### src/rtl/riscv_lsu.sv
// riscv_lsu -- load/store unit in front of the data RAM wrapper.
//
// Takes one request at a time from the MEM stage and issues word-aligned
// accesses to a synchronous RAM. Sub-word stores are done as
// read-modify-write, so every RAM write is a full word. Load data is
// lane-extracted and sign/zero-extended. Misaligned requests get an error
// response and never touch memory.
//
// Ports:
//   clk, rst              clock, synchronous active-high reset
//   req_valid/req_ready   request handshake (ready only in IDLE)
//   req_we, req_size      store flag, size (00 B, 01 H, 10 W, 11 reserved)
//   req_unsigned          zero-extend sub-word loads
//   req_addr, req_wdata   byte address, right-justified store data
//   resp_valid            one-cycle completion pulse
//   resp_rdata, resp_err  load result (0 for stores/errors), error flag
//   mem_addr              registered word address to the RAM
//   mem_write_en          full-word write strobe
//   mem_wdata, mem_rdata  RAM write / read data
module riscv_lsu #(
  parameter int MEM_RD_LAT = 1,
  parameter int CNT_W      = 2
) (
  input  logic        clk,
  input  logic        rst,
  input  logic        req_valid,
  output logic        req_ready,
  input  logic        req_we,
  input  logic [1:0]  req_size,
  input  logic        req_unsigned,
  input  logic [31:0] req_addr,
  input  logic [31:0] req_wdata,
  output logic        resp_valid,
  output logic [31:0] resp_rdata,
  output logic        resp_err,
  output logic [31:0] mem_addr,
  output logic        mem_write_en,
  output logic [31:0] mem_wdata,
  input  logic [31:0] mem_rdata
);

  typedef enum logic [1:0] {IDLE, RD, WR, RESP} state_t;

  state_t           state, state_nxt;
  logic [CNT_W-1:0] cnt;
  logic             we_q, uns_q, err_q;
  logic [1:0]       size_q, lane_q;
  logic [15:0]      wdata_q;     // only sub-word stores need the latched data
  logic             accept, misaligned, rd_done;
  logic [31:0]      shifted, extracted, merged;

  assign accept     = req_valid && (state == IDLE);
  assign misaligned = (req_size == 2'b11) ||
                      (req_size == 2'b01 && req_addr[0]) ||
                      (req_size == 2'b10 && req_addr[1:0] != 2'b00);
  // RAM data is valid in the last RD cycle (counter reached the latency)
  assign rd_done    = (state == RD) && (cnt == CNT_W'(MEM_RD_LAT));

  // State register
  always_ff @(posedge clk) begin
    if (rst) state <= IDLE;
    else     state <= state_nxt;
  end

  // Next-state logic
  always_comb begin
    state_nxt = state;
    case (state)
      IDLE: if (req_valid) begin
        if (misaligned)                       state_nxt = RESP;
        else if (req_we && req_size == 2'b10) state_nxt = WR;
        else                                  state_nxt = RD;
      end
      RD:   if (rd_done) state_nxt = we_q ? WR : RESP;
      WR:   state_nxt = RESP;
      RESP: state_nxt = IDLE;
      default: state_nxt = IDLE;
    endcase
  end

  // Outputs decoded from the state register, so they are glitch-free
  always_comb begin
    req_ready    = (state == IDLE);
    resp_valid   = (state == RESP);
    resp_err     = (state == RESP) && err_q;
    mem_write_en = (state == WR);
  end

  // Lane extraction: shift the addressed lane down, then extend
  always_comb begin
    shifted   = mem_rdata >> {lane_q, 3'b000};
    extracted = mem_rdata;
    case (size_q)
      2'b00:   extracted = uns_q ? {24'h0, shifted[7:0]}
                                 : {{24{shifted[7]}}, shifted[7:0]};
      2'b01:   extracted = uns_q ? {16'h0, shifted[15:0]}
                                 : {{16{shifted[15]}}, shifted[15:0]};
      default: extracted = mem_rdata;
    endcase
  end

  // Read-modify-write merge for SB/SH
  always_comb begin
    merged = mem_rdata;
    if (size_q == 2'b00) begin
      case (lane_q)
        2'd0: merged[7:0]   = wdata_q[7:0];
        2'd1: merged[15:8]  = wdata_q[7:0];
        2'd2: merged[23:16] = wdata_q[7:0];
        2'd3: merged[31:24] = wdata_q[7:0];
        default: merged = mem_rdata;
      endcase
    end else if (lane_q[1]) begin
      merged[31:16] = wdata_q;
    end else begin
      merged[15:0]  = wdata_q;
    end
  end

  // Datapath registers
  always_ff @(posedge clk) begin
    if (rst) begin
      cnt        <= '0;
      we_q       <= 1'b0;
      uns_q      <= 1'b0;
      err_q      <= 1'b0;
      size_q     <= 2'b00;
      lane_q     <= 2'b00;
      wdata_q    <= 16'h0;
      mem_addr   <= 32'h0;
      mem_wdata  <= 32'h0;
      resp_rdata <= 32'h0;
    end else begin
      if (accept) begin
        we_q    <= req_we;
        uns_q   <= req_unsigned;
        err_q   <= misaligned;
        size_q  <= req_size;
        lane_q  <= req_addr[1:0];
        wdata_q <= req_wdata[15:0];
        cnt     <= '0;
        if (misaligned) resp_rdata <= 32'h0;
        else            mem_addr   <= {req_addr[31:2], 2'b00};
        if (!misaligned && req_we && req_size == 2'b10) mem_wdata <= req_wdata;
      end
      if (state == RD) begin
        cnt <= rd_done ? '0 : cnt + 1'b1;
        if (rd_done) begin
          if (we_q) mem_wdata  <= merged;
          else      resp_rdata <= extracted;
        end
      end
      // stores report zero data
      if (state == WR) resp_rdata <= 32'h0;
    end
  end

endmodule

### config.mk
export PLATFORM = sky130hd
export DESIGN_NAME = riscv_lsu
export DESIGN_NICKNAME = d
export VERILOG_FILES = /design/src/rtl/riscv_lsu.sv
export SDC_FILE = /design/constraint.sdc
export NUM_CORES = 1
export LEC_CHECK = 0
export CORE_MARGIN = 3
export CORE_UTILIZATION = 40
export CTS_BUF_LIST = sky130_fd_sc_hd__clkbuf_8
export DETAILED_ROUTE_END_ITERATION = 7
export MAX_ROUTING_LAYER = met4
export PLACE_DENSITY_LB_ADDON = 0.25
export SLEW_MARGIN = 20
export SYNTH_ARGS = -nofsm -noshare
export SYNTH_HDL_FRONTEND = slang
export SYNTH_SLANG_ARGS = --single-unit
### constraint.sdc
create_clock -name clk -period 2.2 [get_ports clk]
set_input_delay 0.33 -clock clk [delete_from_list [all_inputs] [get_ports clk]]
set_output_delay 0.33 -clock clk [all_outputs]
set_load 0.02 [all_outputs]
# Word-level counts from Yosys, hierarchy flattened
# Cells that the tools add are included.
# Widths: inputs -> output; s select.
# op_classes
add_sub_neg	1
n_mul	0
n_div	0
magnitude_cmp	0
n_eq_ne	13
shifts	1
muxes	29
bitwise	1
reduce_logical	19
# op_table
operator	n
$mux 32	13
$pmux 32 s2	1
$mux 16	2
$mux 8	4
$shr 32x5->16	1
$mux 2	7
$eq 2x2->1 const B	6
$eq 2x1->1 const B	5
$logic_and 1x1->1	8
$pmux 2 s4	1
$logic_not 2->1	3
$ne 2x2->1 const B	2
$reduce_and 2->1	2
$reduce_bool 2->1	2
$add 2x1->2 const B	1
$logic_or 1x1->1	2
$reduce_or 2->1	1
$logic_not 1->1	1
$mux 1	1
$not 1->1	1
# word_totals
regBits	121
latch_bits	0
ram_bits	0
mem_bits_ro	0
input_bits	103
output_inout_bits	100
word_cells	75
n_memories	0

# Logic depth before layout (Yosys ltp)
# depth
word_depth	12
ltp_mapped	9
depth_no_buf	6

# Worst setup path after synthesis
# No wires, ideal clock.
# synth_timing
kind	flip-flop to flip-flop
startpoint	register state[0]
endpoint	register resp_rdata[22]
setup_time_ps	120
arrival_time_ps	1958
required_ps	2080
setup_slack_ps	122
path_stages_with_launch	10
cell_sequence	dfxtp_1 > inv_1 > ha_1 > nand2_1 > a21o_1 > buf_6 > and3_1 > buf_2 > buf_4 > a211o_1
# synth_between
elab_chain_cells	6
# synth_rtl
item	line_no	text
start, declared	44	state_t state, state_nxt;
start signal, assigned	62	else state <= state_nxt;
$logic_not 2->1 (*)	--	
net req_ready	27	output logic req_ready,
$logic_and 1x1->1 (*)	52	assign accept = req_valid && (state == IDLE);
$mux 32 (*)	134	if (accept) begin
$mux 32	149	if (we_q) mem_wdata <= merged;
$mux 32	148	if (rd_done) begin
$mux 32 (*)	146	if (state == RD) begin
end signal, assigned	150	else resp_rdata <= extracted;
end, declared	34	output logic [31:0] resp_rdata,
# Mark *: on every way through the listed nets, which the timed path passes. The rest lies on a longest branch.
# A chain may end at the register's enable or synchronous reset.

# Worst setup path in the final report
# layout_timing
startpoint	register state[1]
endpoint	output port resp_err
# layout_between
elab_chain_cells	2
# layout_rtl
item	line_no	text
$eq 2x2->1	85	resp_err = (state == RESP) && err_q;
$logic_and 1x1->1	85	
end, declared	35	output logic resp_err,
# No other way between the ends.

==> qor.txt <==
Status: completed
Hold Path Cell Cnt: 5
Detailed Route WL: 18810 um
Leading cell type in the layout, fill and taps excluded: clkdlybuf4s50_1
DRT iter0 DRCs: 416
Net Sw Frac: 33.73%
Worst path top cell family by delay: buffers and inverters
Die Wd: 124.4 um
Nets: 939
# hold bufs at CTS: 0
Worst path arrival time: 1760 ps
Total power: 6157 uW
CP max stage cell: clkdlybuf4s50_1
Worst hold-check path type: primary input to flop
Syn avg cell area: 8.756 um2
Clk pwr share: 28.4%
Reg2Reg Depth: 5
Data required, critical path: 1870 ps
Post-DR vias/cell: 5.591
Syn Inst Count: 640
Worst setup SP type: flop
Period minus WS final: 2091 ps
Total CTS buffers: 17
Sequential power share: 41.1%
Dpl cell area: 0.007792 mm2
MaxCap Viol Count: 0
Max VDD drop: 520.2 uV
Synthesized cell area: 0.005604 mm2
Share of layout cells above drive strength 1: 8.660%
Synthesis-stage register bit count: 121
Clock Latency Late Sink: 440 ps
CP endpoint kind: output pin
Async SR Flop Fraction: 0%
CP bufs+invs: 1
Most frequent cells in the layout: 198 x clkdlybuf4s50_1, 121 x dfxtp_1, 119 x nand2_1
Synth Flop Type: dfxtp_1
Post-synth cell types: 56
DP HPWL: 14100 um
Gp weighted congestion: 0.9214
TritonCTS clock tree: built
Part of the cycle the worst path needs: 95.04%
FILL cells: 1200
Post-route cell area: 0.008135 mm2
TritonRoute pass-1 iters: 7
FF-to-FF setup slack: 210 ps
YS warnings: 0
Longest Clk Path Bufs: 2
I/O pins: 203
Clock Skew: 9.689 ps
Largest net degree at the start of global routing: 60
Initial antenna violation count: 0
Vias in the first global route: 5645
Met3 Use GR: 5.446%
GRT met1 Usage: 30.15%
Met2 Usage GRT: 39.57%
Worst-path clk slew: 70 ps
Wire per inst: 18.45 um
Sink Count: 121
H-tree depth: 4
Post-synth EDFFs: 0
Gr busiest metal: met2
Antenna Cells: 0
Setup TNS Final: 0 ps
Worst path max stage delay: 600 ps
Setup Viol. Count Final: 0
Hold Vio Cnt, Final: 0
Pleak: 0.003085 uW
Achievable frequency: 0.4782 GHz
Area Growth Syn to Fin: 45.17%
Initial core utilization: 41.66%
P_int: 4080 uW
Global route overflow: 0
Port Buffers: 200
First-pass GRT wire length: 29680 um
Levels on crit path: 3
Fin cells: 1019
Final Max Slew Viols: 0
Slew @ Worst Pin: 697.4 ps
Relative slew slack: 53.51%
GRT Util Overall: 24.42%
Die area: 0.01547 mm2
Combinational power share: 30.5%
P_sw: 2077 uW
Crit Path Category: flop to output pin
RSZ-0062 raised after global routing: false
Inst Count DP: 989
Worst path cell trace: ha_1 > and2_1 > clkdlybuf4s50_1
Post-route ant nets: 0
Row count: 42
CP max FO: 4
Total number of vias: 5697
PD cells: 756.8 mW/mm2
# DRC: 0
Core Area: 0.01345 mm2
Die Span Y: 124.4 um
Sequential area share after synthesis: 43.22%
CTS root buffer: clkbuf_8
[path summary, 6_finish.rpt]
| kind | startpoint | to |
|---|---|---|
| max | state[1]$_SDFFE_PP0P_ | resp_err |
| min | rst | resp_rdata[14]$_SDFF_PP0_ |
| max reg2reg | lane_q[1]$_SDFFE_PP0P_ | resp_rdata[17]$_SDFF_PP0_ |
| min reg2reg | wdata_q[14]$_SDFFE_PP0P_ | wdata_q[14]$_SDFFE_PP0P_ |
[cells in the mapped netlist, types with 6 or more instances]
| cell type | count | area (um2) |
|---|---|---|
| a21oi_1 | 63 | 315.3 |
| o21ai_0 | 19 | 95.09 |
| buf_2 | 14 | 70.07 |
| a211o_1 | 16 | 140.1 |
| and3_1 | 20 | 125.1 |
| a22oi_1 | 17 | 127.6 |
| nand3_1 | 7 | 35.03 |
| nand2b_1 | 8 | 50.05 |
| inv_1 | 8 | 30.03 |
| buf_4 | 7 | 52.55 |
| nor2b_1 | 6 | 37.54 |
| o22ai_1 | 37 | 231.5 |
| dfxtp_1 | 121 | 2422 |
| mux2i_1 | 49 | 490.5 |
| nand2_1 | 119 | 446.7 |
| o21ai_1 | 11 | 55.05 |
| nor2_1 | 12 | 45.04 |
| clkbuf_1 | 32 | 120.1 |
[logic make-up after synthesis]
kind of cell	synth area share (%)
mux	11.03
other cells	0.06691
compound gates	22.80
flops	43.22
buf+inv	5.470
simple gates	16.52
fa+ha+maj	0.8931
[sequential cells by signal, summed over array words and instances, names as in the netlist]
register / count
cnt: 2
err_q: 1
lane_q: 2
mem_addr: 30
mem_wdata: 32
resp_rdata: 32
size_q: 2
state: 2
uns_q: 1
wdata_q: 16
we_q: 1
[worst register-to-register path, stage by stage, from the launching register on]
cell	delay, ps
dfxtp_1	470
mux4_2	580
a221oi_4	280
nor4b_4	70
buf_4	200
a211o_1	290
[what timing repair did]
action	CTS	global route
endpoints found under the setup margin	0	2
buffers inserted	0	0
gates resized for setup	0	2
[per-stage QoR]
stage          hold WS (ps)  worst slack (ps)  util [%]
3_5_place_dp          446.1            -66.12     57.92
5_1_grt               406.7             7.249     60.47
6_report              388.1             109.0     60.47
3_3_place_gp          438.3            -4.673     57.92
4_1_cts               361.1             35.37     60.43
2_1_floorplan         432.9             122.3         -
[routing by layer]
| layer | routed length, um | up-vias |
|---|---|---|
| li1 | - | 2699 |
| met1 | 8037 | 2706 |
| met2 | 9090 | 260 |
| met3 | 1279 | 32 |
| met4 | 399 | 0 |
| met5 | 0 | - |
[power groups by stage]
stage          Clock (uW)  Combinational [uW]  Sequential (uW)
6_report             1750                1880             2530
3_5_place_dp            0                1860             2580
4_1_cts              1780                1870             2530
5_1_grt              1870                2040             2560
3_3_place_gp            0                1820             2560
2_1_floorplan           0                1060             2630
[area by class of cell]
class	count	area (um2)	area share, %
clock buffers	18	247.7	3.045
clock inverters	12	88.84	1.092
inverters	10	37.54	0.4614
multi-input cells	454	2884	35.45
flip-flops and latches	121	2422	29.78
well taps	176	220.2	2.707
repair buffers	228	2235	27.47
Power figures use the tool's default switching activity.
